### config.mk
export PLATFORM = sky130hd
export DESIGN_NAME = alu_operand_stage
export DESIGN_NICKNAME = d
export VERILOG_FILES = /design/src/rtl/alu_operand_stage.sv
export SDC_FILE = /design/constraint.sdc
export NUM_CORES = 1
export LEC_CHECK = 0
export CAP_MARGIN = 20
export CORE_MARGIN = 2
export CORE_UTILIZATION = 40
export DETAILED_ROUTE_END_ITERATION = 10
export PLACE_DENSITY = 0.6
export SLEW_MARGIN = 30
export SYNTH_ARGS = -nofsm -noshare
export SYNTH_HDL_FRONTEND = slang
export SYNTH_HIERARCHICAL = 1
export SYNTH_SLANG_ARGS = --single-unit
### constraint.sdc
create_clock -name clk -period 2.6 [get_ports clk]
set_clock_uncertainty 0.2 [all_clocks]
set_input_delay 0.65 -clock clk [delete_from_list [all_inputs] [get_ports clk]]
set_output_delay 0.65 -clock clk [all_outputs]
set_load 0.01 [all_outputs]
### src/rtl/alu_operand_stage.sv
// Decode/operand-fetch stage: register file, EX/WB operand forwarding, and the
// ID/EX pipeline register feeding the ALU slice array under valid/ready.

module alu_operand_fwd #(
   parameter int WIDTH = 8
) (
   input  logic [2:0]       src,
   input  logic [WIDTH-1:0] rf_data,
   input  logic             ex_live,
   input  logic [2:0]       ex_rd,
   input  logic [WIDTH-1:0] ex_f,
   input  logic             wb_en,
   input  logic [2:0]       wb_addr,
   input  logic [WIDTH-1:0] wb_data,
   output logic [WIDTH-1:0] val
);
   // Youngest producer wins; r0 is hardwired so it can never be forwarded.
   always_comb begin
      if (src == 3'd0)                      val = '0;
      else if (ex_live && ex_rd == src)     val = ex_f;
      else if (wb_en && wb_addr == src)     val = wb_data;
      else                                  val = rf_data;
   end
endmodule

module alu_operand_stage #(
   parameter int WIDTH = 8,
   parameter int NREG  = 8
) (
   input  logic             clk,
   input  logic             rst_n,
   input  logic             in_valid,
   output logic             in_ready,
   input  logic [3:0]       in_op,
   input  logic [2:0]       in_rs,
   input  logic [2:0]       in_rt,
   input  logic [2:0]       in_rd,
   input  logic [WIDTH-1:0] in_imm,
   output logic             out_valid,
   input  logic             out_ready,
   output logic [2:0]       out_c,
   output logic             out_cin,
   output logic [WIDTH-1:0] out_a,
   output logic [WIDTH-1:0] out_b,
   output logic [2:0]       out_rd,
   output logic             out_wen,
   input  logic [WIDTH-1:0] ex_f,
   input  logic             wb_en,
   input  logic [2:0]       wb_addr,
   input  logic [WIDTH-1:0] wb_data
);
   typedef struct packed {
      logic [2:0]       c;
      logic             cin;
      logic [WIDTH-1:0] a;
      logic [WIDTH-1:0] b;
      logic [2:0]       rd;
      logic             wen;
   } id_ex_t;

   logic [NREG-1:0][WIDTH-1:0] rf;
   logic [1:0][2:0]            src;
   logic [1:0][WIDTH-1:0]      opnd;
   id_ex_t                     id_ex, nxt;
   logic                       vld;

   assign src      = {in_rt, in_rs};
   assign in_ready = !vld || out_ready;

   for (genvar g = 0; g < 2; g++) begin : g_src
      alu_operand_fwd #(.WIDTH(WIDTH)) u_fwd (
         .src     (src[g]),
         .rf_data (rf[src[g]]),
         .ex_live (vld && id_ex.wen),
         .ex_rd   (id_ex.rd),
         .ex_f    (ex_f),
         .wb_en   (wb_en),
         .wb_addr (wb_addr),
         .wb_data (wb_data),
         .val     (opnd[g])
      );
   end

   always_comb begin
      nxt.c   = in_op[2:0];
      nxt.cin = (in_op[2:0] == 3'b001);  // SUB computes A + ~B + 1
      nxt.a   = opnd[0];
      nxt.b   = in_op[3] ? in_imm : opnd[1];
      nxt.rd  = in_rd;
      nxt.wen = (in_rd != 3'd0);
   end

   always_ff @(posedge clk) begin
      if (!rst_n) begin
         vld   <= 1'b0;
         id_ex <= '0;
         rf    <= '0;
      end else begin
         if (wb_en && wb_addr != 3'd0) rf[wb_addr] <= wb_data;
         if (in_ready) begin
            vld <= in_valid;
            if (in_valid) id_ex <= nxt;
         end
      end
   end

   assign out_valid = vld;
   assign out_c     = id_ex.c;
   assign out_cin   = id_ex.cin;
   assign out_a     = id_ex.a;
   assign out_b     = id_ex.b;
   assign out_rd    = id_ex.rd;
   assign out_wen   = id_ex.wen;
endmodule

## After elaboration in Yosys (flattened, before gate mapping)

Index checks and enable logic that the tools add are counted.

| storage, ports and cells | value |
|---|---|
| register bits after elaboration | 89 |
| input bits | 45 |
| word-level logic and storage cells | 52 |
| output and inout bits | 26 |

| cells by class | value |
|---|---|
| eq/ne operators | 5 |
| order comparisons | 4 |
| reduce and logical (&&, ||, !) cells | 14 |
| mux-type cells | 14 |

Operators with widths:

| kind | number |
|---|---|
| $mux W8 | 10 |
| $bwmux W64 | 1 |
| $bmux W8 S3 | 2 |
| $demux W8 S3 | 1 |
| $eq A3 B3 Y1 | 4 |
| $lt A3 B4 Y1 const B | 3 |
| $logic_and A1 B1 Y1 | 7 |
| $logic_not A3 Y1 | 2 |
| $reduce_bool A3 Y1 | 2 |
| $eq A3 B1 Y1 const B | 1 |
| $ge A3 B1 Y1 const B | 1 |
| $reduce_and A2 Y1 | 1 |
| $logic_not A1 Y1 | 1 |
| $logic_or A1 B1 Y1 | 1 |

## Logic depth before layout (Yosys ltp)

Gate-level depths: netlist of the first run.

| logic depth | value |
|---|---|
| depth after elaboration | 6 |
| depth in mapped cells | 8 |
| mapped depth without buffers | 6 |

## Cells and area by module

Netlist of the first run, hierarchy kept.

By module, submodules not included:

| module | seq. area each (µm²) | area an instance (µm²) | cells each | instances |
|---|---|---|---|---|
| alu_operand_stage | 1781.7 | 4340.4 | 418 | 1 |
| alu_operand_fwd | 0.0 | 266.5 | 35 | 2 |

## Worst setup path after synthesis of the first run

Ideal clock, no wire load.

| path | value |
|---|---|
| path type | input to register |
| from | input in_rt[0] |
| to | register id_ex, in the netlist out_b[0] |
| setup slack | 0.189 ns |
| setup time | 0.144 ns |
| required time | 2.256 ns |
| data arrival time | 2.068 ns |
| buffers on the path | 2 |
| stages on the path | 8 |
| cell sequence | buf_2 > clkbuf_1 > mux4_1 > mux2_2 > mux2i_1 > a21oi_1 > mux2i_1 > a211oi_1 |

RTL lines:

| what | line | source |
|---|---|---|
| from (decl) | 36 | `input logic [2:0] in_rt,` |
| to (signal assigned) | 102 | `if (in_valid) id_ex <= nxt;` |
| to (decl) | 64 | `id_ex_t id_ex, nxt;` |

==> results.md, run 1 <==
* DRC viols at 0
* Area leader, netlist: dfxtp_1
* Die width at 114 um
* Final cell count without fillers at 733
* # fillers at 1061
* Total iterations of the first detailed-routing run at 5
* Routed wire length at 14700 um
* Startpoint type of the worst setup path: primary input
* Critical-path maximum fanout at 7
* Leakage power at 2.57 nW
* Gp weighted congestion at 0.874
* Ant. Diodes at 0
* GR Util met1 at 0.296
* CP max stage cell: bufbuf_16
* GRT overflow at 0
* Crit path max-delay family: buffers and inverters
* DP Cell Count at 710
* Core Area at 12000 um2
* Clk slew on worst S/H paths at 0.06 ns
* YS warnings at 6
* Count of cell types in the netlist at 34
* First-pass GRT wire length at 22800 um
* DIE AREA at 13100 um2
* Setup repair after global routing missed its margin: false
* M3 GR Usage at 0.0582
* Post-route setup TNS at 0 ns
* Num CTS Buffers at 9
* M2 GR Usage at 0.376
* Sequential share of the synthesized area at 0.366
* Largest stage delay, worst path at 0.30 ns
* Layout cell share with drive strength beyond 1 at 0.184
* Clock Path Buffers at 2
* EDFF count, synth at 0
* Status: finished, final reports clean
* Power Density at 524 nW/um2
* Most used routing layer: met2
* Syn_nets at 533
* Area after DPL at 6010 um2
* Post-route ant nets at 0
* Pre-CTS WS at -0.594 ns
* Syn avg cell area at 9.99 um2
* Post-route design area at 6480 um2
* Antenna violations before repair at 0
* Max-cap violations at 0
* Area contributors post-synth: dfxtp_1, mux4_1, mux2i_1
* Measured slew at the worst slew-check pin at 0.656 ns
* Crit-path cells: dlygate4sd2_1, bufbuf_16, buf_4, xnor2_2, nand4_4, buf_4, mux2i_1, a21oi_1, nand3_1, a21oi_1
* Worst skew pair latency at 0.35 ns
* IO Count at 71
* CTS sink cnt at 89
* Critical Path RT at 2.67 ns
* Setup CP Type: primary input to flop
* Buffers & Inverters on Critical Path at 4
* Die H at 114 um
* Yosys top cell area share at 0.366
* PortBufs at 70
* Vias in the first global route at 4132
* Max Clk Rate at 389 MHz
* Min Tclk post-route at 2.57 ns
* CP Data Arrival Time at 2.64 ns
* Final period util at 0.987
* Layout Nets at 626
* Final setup vio count at 0
* Fin. Hold Viols at 0
* Hold crit path type: flop to flop
* Starting Density at 0.407
* Cell Area, Synth at 4870 um2
* Wire per inst at 20.0 um
* Hold Buf Count CTS at 0
* CTS tree: done
* Largest net degree at the start of global routing at 82
* Max-slew violation count at 0
* Clock Tree Root: clkbuf_16
* Dominant synthesized flop cell: dfxtp_1
* Synth Instances at 488
* Final setup margin at 0.0325 ns
* Via density per instance at 5.75
* CTS H-tree depth at 3
* Row count at 40
* VDD IR max at 0.000246 V
* DP HPWL at 10100 um
* Post-synthesis register bit count at 89
* Initial DRC Count at 302
* Total Routing Usage GR at 0.230
* Ys async rst share at 0
* Total number of vias at 4213
* CP Capture Type: flop
* Max-slew headroom at 0.561
* Area growth syn-to-layout at 33.0%
-- cell type report --
class                           count  area [um2]  share of cell area
Clock buffer                       11         253              0.0390
Clock inverter                      5        77.6              0.0120
Inverter                            3        11.3             0.00174
Multi-Input combinational cell    354        2900               0.448
Sequential cell                    89        1780               0.275
Tap cell                          147         184              0.0284
Timing Repair Buffer              124        1270               0.196
-- layout by cell type, fill, tap and decap left out, types with 2 or more instances in the layout --
cell,n
nand4b_1,3
nand2_1,64
nand4_4,2
or3_2,2
nand4_2,2
mux2_2,16
buf_4,42
xnor2_1,10
and2_1,9
bufbuf_16,2
mux2i_1,44
clkbuf_16,9
buf_12,10
o21ai_0,31
mux4_1,28
clkinv_2,2
a211oi_1,9
mux2i_2,4
nand3_1,15
nor2_1,25
bufinv_16,2
dfxtp_1,89
a21oi_1,72
dlygate4sd2_1,3
clkbuf_8,2
nor4bb_2,3
mux4_2,4
clkdlybuf4s50_1,66
and4b_1,3
xnor2_2,2
-- sequential cells by signal (all words and copies together), names as in the netlist --
register,count
out_a,8
out_b,8
out_c,3
out_cin,1
out_rd,3
out_valid,1
out_wen,1
rf,64
-- routing by layer --
metal	share of wire	wire length [um]	vias to the layer above
met2	0.46	6810	180
li1	-	-	1988
met1	0.44	6470	2019
met5	0	0	-
met4	0.026	384	0
met3	0.069	1010	26
-- where the power goes --
part / total (W) / leakage (nW) / internal, W / switching [W]
Combinational: 0.000528 / 1.68 / 0.000278 / 0.000249
Sequential: 0.00143 / 0.723 / 0.00140 / 0.0000283
Clock: 0.00144 / 0.162 / 0.000891 / 0.000547
Total: 0.00340 / 2.57 / 0.00257 / 0.000824
-- kinds of logic after synthesis --
| kind of cell | after synthesis | share of synthesized area |
|---|---|---|
| xor gates and xnor gates | 12 | 0.0216 |
| AOI/OAI and AO/OA | 113 | 0.121 |
| and+or+nand+nor | 133 | 0.137 |
| buffers and inverters | 45 | 0.0493 |
| muxes | 96 | 0.306 |
| DFF | 89 | 0.366 |
-- synth_stat cells (9+ instances only) --
cell type / number
a211oi_1: 9
nand2_1: 64
mux4_1: 29
dfxtp_1: 89
nand3_1: 15
buf_2: 11
mux2_2: 16
and2_1: 9
a21oi_1: 73
nor2_1: 25
o21ai_0: 31
mux2i_1: 48
xnor2_1: 12
clkbuf_1: 20
-- worst register-to-register path, delay by kind of cell (launching register included) --
kind,cells,cell delay (ns)
multiplexers,4,1.16
flip-flops,1,0.32
AO/OA/AOI/OAI,2,0.20
-- repair_timing --
| action | CTS | global route |
|---|---|---|
| pin swaps | 2 | 1 |
| cloned | 2 | 0 |
| gates resized for setup | 10 | 4 |
| hold endpoints to repair | 0 | 0 |
| setup endpoints to repair | 13 | 11 |
| setup buffers | 2 | 3 |
-- final timing paths --
path	slack [ns]	start	cells after the start	end
setup / recovery	0.03	in_rs[2]	10	out_a[2]
hold reg to reg	0.26	rf[41]	2	rf[41]
setup reg to reg	0.57	rf[34]	6	out_b[2]
hold / removal	0.26	rf[41]	2	rf[41]
-- stage by stage --
stage	total power [W]	util	hold slack [ns]
6_report	0.00340	0.542	0.263
5_1_grt	0.00353	0.542	0.290
4_1_cts	0.00341	0.539	0.266
3_5_place_dp	0.00196	0.503	0.257
3_3_place_gp	0.00195	0.503	0.249
2_1_floorplan	0.00170	-	0.237
Power figures use the tool's default switching activity.
==> run 2, diff against run 1 <==
--- a/config.mk
+++ b/config.mk
@@ -8,6 +8,7 @@
 export CAP_MARGIN = 20
 export CORE_MARGIN = 2
 export CORE_UTILIZATION = 40
+export CTS_BUF_LIST = sky130_fd_sc_hd__clkbuf_4
 export DETAILED_ROUTE_END_ITERATION = 10
 export PLACE_DENSITY = 0.6
 export SLEW_MARGIN = 30
==> run 2 against run 1 <==
  * Largest power group is now registers
  * Fmax is 1.5% higher
  * Cell count down 0.82%
  * Non-clock buffer count shrank 6
  * First-iteration DRC count rose by 2.0%
  * Largest cell class unchanged
==> results.md, run 2 (synthesis results as in run 1) <==
* Routed wire length at 14500 um (-1.0%)
* DRC viols at 0 (unchanged)
* Layout cell share with drive strength beyond 1 at 0.166 (-0.0188)
* Critical Path RT at 2.80 ns (+0.13 ns)
* Final setup margin at 0.0693 ns (+0.0368 ns)
* Crit-path cells: clkdlybuf4s50_1, buf_12, buf_4, xnor2_1, nand4_4, mux2i_1, a21oi_1, nand3_1, a21oi_1
* Wire per inst at 20.0 um (-0.21%)
* Commonest non-fill, non-tap cells in the layout: dfxtp_1, a21oi_1, clkdlybuf4s50_1
* Fin Hold WS at 0.273 ns (+0.0100 ns)
* CP Data Arrival Time at 2.74 ns (+0.10 ns)
* Power Density at 453 nW/um2 (-14%)
* Max-slew violation count at 0 (unchanged)
* CP most frequent cell: a21oi_1
* PortBufs at 70 (unchanged)
* Setup CP Type: primary input to flop
* Largest stage delay, worst path at 0.44 ns (+0.14 ns)
* Worst skew pair latency at 0.48 ns (+0.13 ns)
* Clk slew on worst S/H paths at 0.14 ns (+0.08 ns)
* CP max stage cell: clkdlybuf4s50_1
* Post-route design area at 6200 um2 (-4.3%)
* DIE AREA at 13100 um2 (unchanged)
* Area growth syn-to-layout at 27.3%
* Top reg by flops: rf
* # fillers at 1109 (+4.5%)
* Buffers & Inverters on Critical Path at 3 (-1)
* Post-route setup TNS at 0 ns (unchanged)
* First-pass GRT wire length at 22200 um (-2.6%)
* Layout Nets at 620 (-0.96%)
* Critical-path maximum fanout at 14 (+7)
* Max Clk Rate at 395 MHz (+1.5%)
* Total iterations of the first detailed-routing run at 7 (+2)
* CTS tree: done
* Leakage power at 2.43 nW (-5.4%)
* Post-route ant nets at 0 (unchanged)
* Min Tclk post-route at 2.53 ns (-0.0368 ns)
* Num CTS Buffers at 9 (unchanged)
* CP Capture Type: flop
* Total Routing Usage GR at 0.225 (-0.00519)
* Final setup vio count at 0 (unchanged)
* CTS sink cnt at 89 (unchanged)
* Via density per instance at 5.74 (-0.13%)
* Startpoint type of the worst setup path: primary input
* Crit path max-delay family: buffers and inverters
* Pre-CTS WS at -0.594 ns (unchanged)
* Vias in the first global route at 4039 (-2.3%)
* Max-slew headroom at 0.564 (+0.00307)
* Area after DPL at 6010 um2 (unchanged)
* Gp weighted congestion at 0.874 (unchanged)
* Total number of vias at 4173 (-0.95%)
* Final period util at 0.973 (-0.0141)
* GRT overflow at 0 (unchanged)
* Max-cap violations at 0 (unchanged)
* Clock Path Buffers at 2 (unchanged)
* Max FFs per register at 64 (unchanged)
* Fin util at 0.519 (-0.0231)
* Initial DRC Count at 308 (+2.0%)
* IO Count at 71 (unchanged)
* Row count at 40 (unchanged)
* DP HPWL at 10100 um (unchanged)
* Die H at 114 um (unchanged)
* VDD IR max at 0.000271 V (+10%)
* Most common cell after layout, fill and taps aside: dfxtp_1
* Largest net degree at the start of global routing at 82 (unchanged)
* Ant. Diodes at 0 (unchanged)
* Starting Density at 0.407 (unchanged)
* Setup bufs post-CTS at 0 (-2)
* Hold crit path type: flop to flop
* Fin. Hold Viols at 0 (unchanged)
* Clock Tree Root: clkbuf_4
* CTS H-tree depth at 3 (unchanged)
* Antenna violations before repair at 0 (unchanged)
* Setup repair after global routing missed its margin: false
* Measured slew at the worst slew-check pin at 0.651 ns (-0.00459 ns)
* Die width at 114 um (unchanged)
* Status: finished, final reports clean
* Core Area at 12000 um2 (unchanged)
[run 2: cell count changes in the layout (fill, tap and decap cells not counted), sizes merged]
cell / before / now
dlymetal6s2s: 0 / 1
bufbuf: 2 / 0
dlygate4sd2: 3 / 1
clkdlybuf4s50: 66 / 68
buf: 52 / 47
clkbuf: 12 / 10
clkinv: 3 / 5
[run 2: routing by layer]
layer  share of wire  track usage  wire length [um]  vias to the layer above
li1                -            -                 -                     1972
met1            0.44        0.292              6350                     1974
met2            0.45        0.362              6610                      195
met3           0.077       0.0545              1120                       32
met4           0.031       0.0902               452                        0
met5               0            0                 0                        -
[run 2: per-stage QoR]
stage,instances,power [W]
3_3_place_gp,710,0.00195
3_5_place_dp,710,0.00196
4_1_cts,726,0.00283
6_report,727,0.00281
5_1_grt,727,0.00293
2_1_floorplan,488,0.00170
[run 2: final cells by class]
type / instances / area, um2 / share of cell area
Clock buffer: 9 / 67.6 / 0.0109
Clock inverter: 7 / 85.1 / 0.0137
Inverter: 3 / 11.3 / 0.00182
Multi-Input combinational cell: 354 / 2880 / 0.465
Sequential cell: 89 / 1780 / 0.287
Tap cell: 147 / 184 / 0.0296
Timing Repair Buffer: 118 / 1190 / 0.192
[run 2: what timing repair did]
item / CTS / global route
setup endpoints to repair: 3 / 4
resized for setup: 4 / 3
cloned: 0 / 1
hold buffers: 0 / 0
[run 2: final timing paths]
check / from / endpoint / slack [ns] / cells past startpoint
worst max-delay path: in_rs[2] / out_a[6] / 0.07 / 9
worst min-delay path: rf[41] / rf[41] / 0.27 / 2
worst max register to register: rf[29] / out_b[5] / 0.57 / 6
worst min register to register: rf[41] / rf[41] / 0.27 / 2
[run 2: worst register-to-register path: stages (launching register included)]
cell and delay [ns]:
dfxtp_1 0.36, mux4_1 0.48, mux2_2 0.28, mux2i_2 0.21, a21oi_1 0.12, mux2i_1 0.15
a211oi_1 0.09
[run 2: where the power goes]
part	switching, W	leakage [nW]	internal (W)
clock network	0.000490	0.0808	0.000380
logic	0.000246	1.63	0.000264
registers	0.0000283	0.723	0.00140
total	0.000765	2.43	0.00205
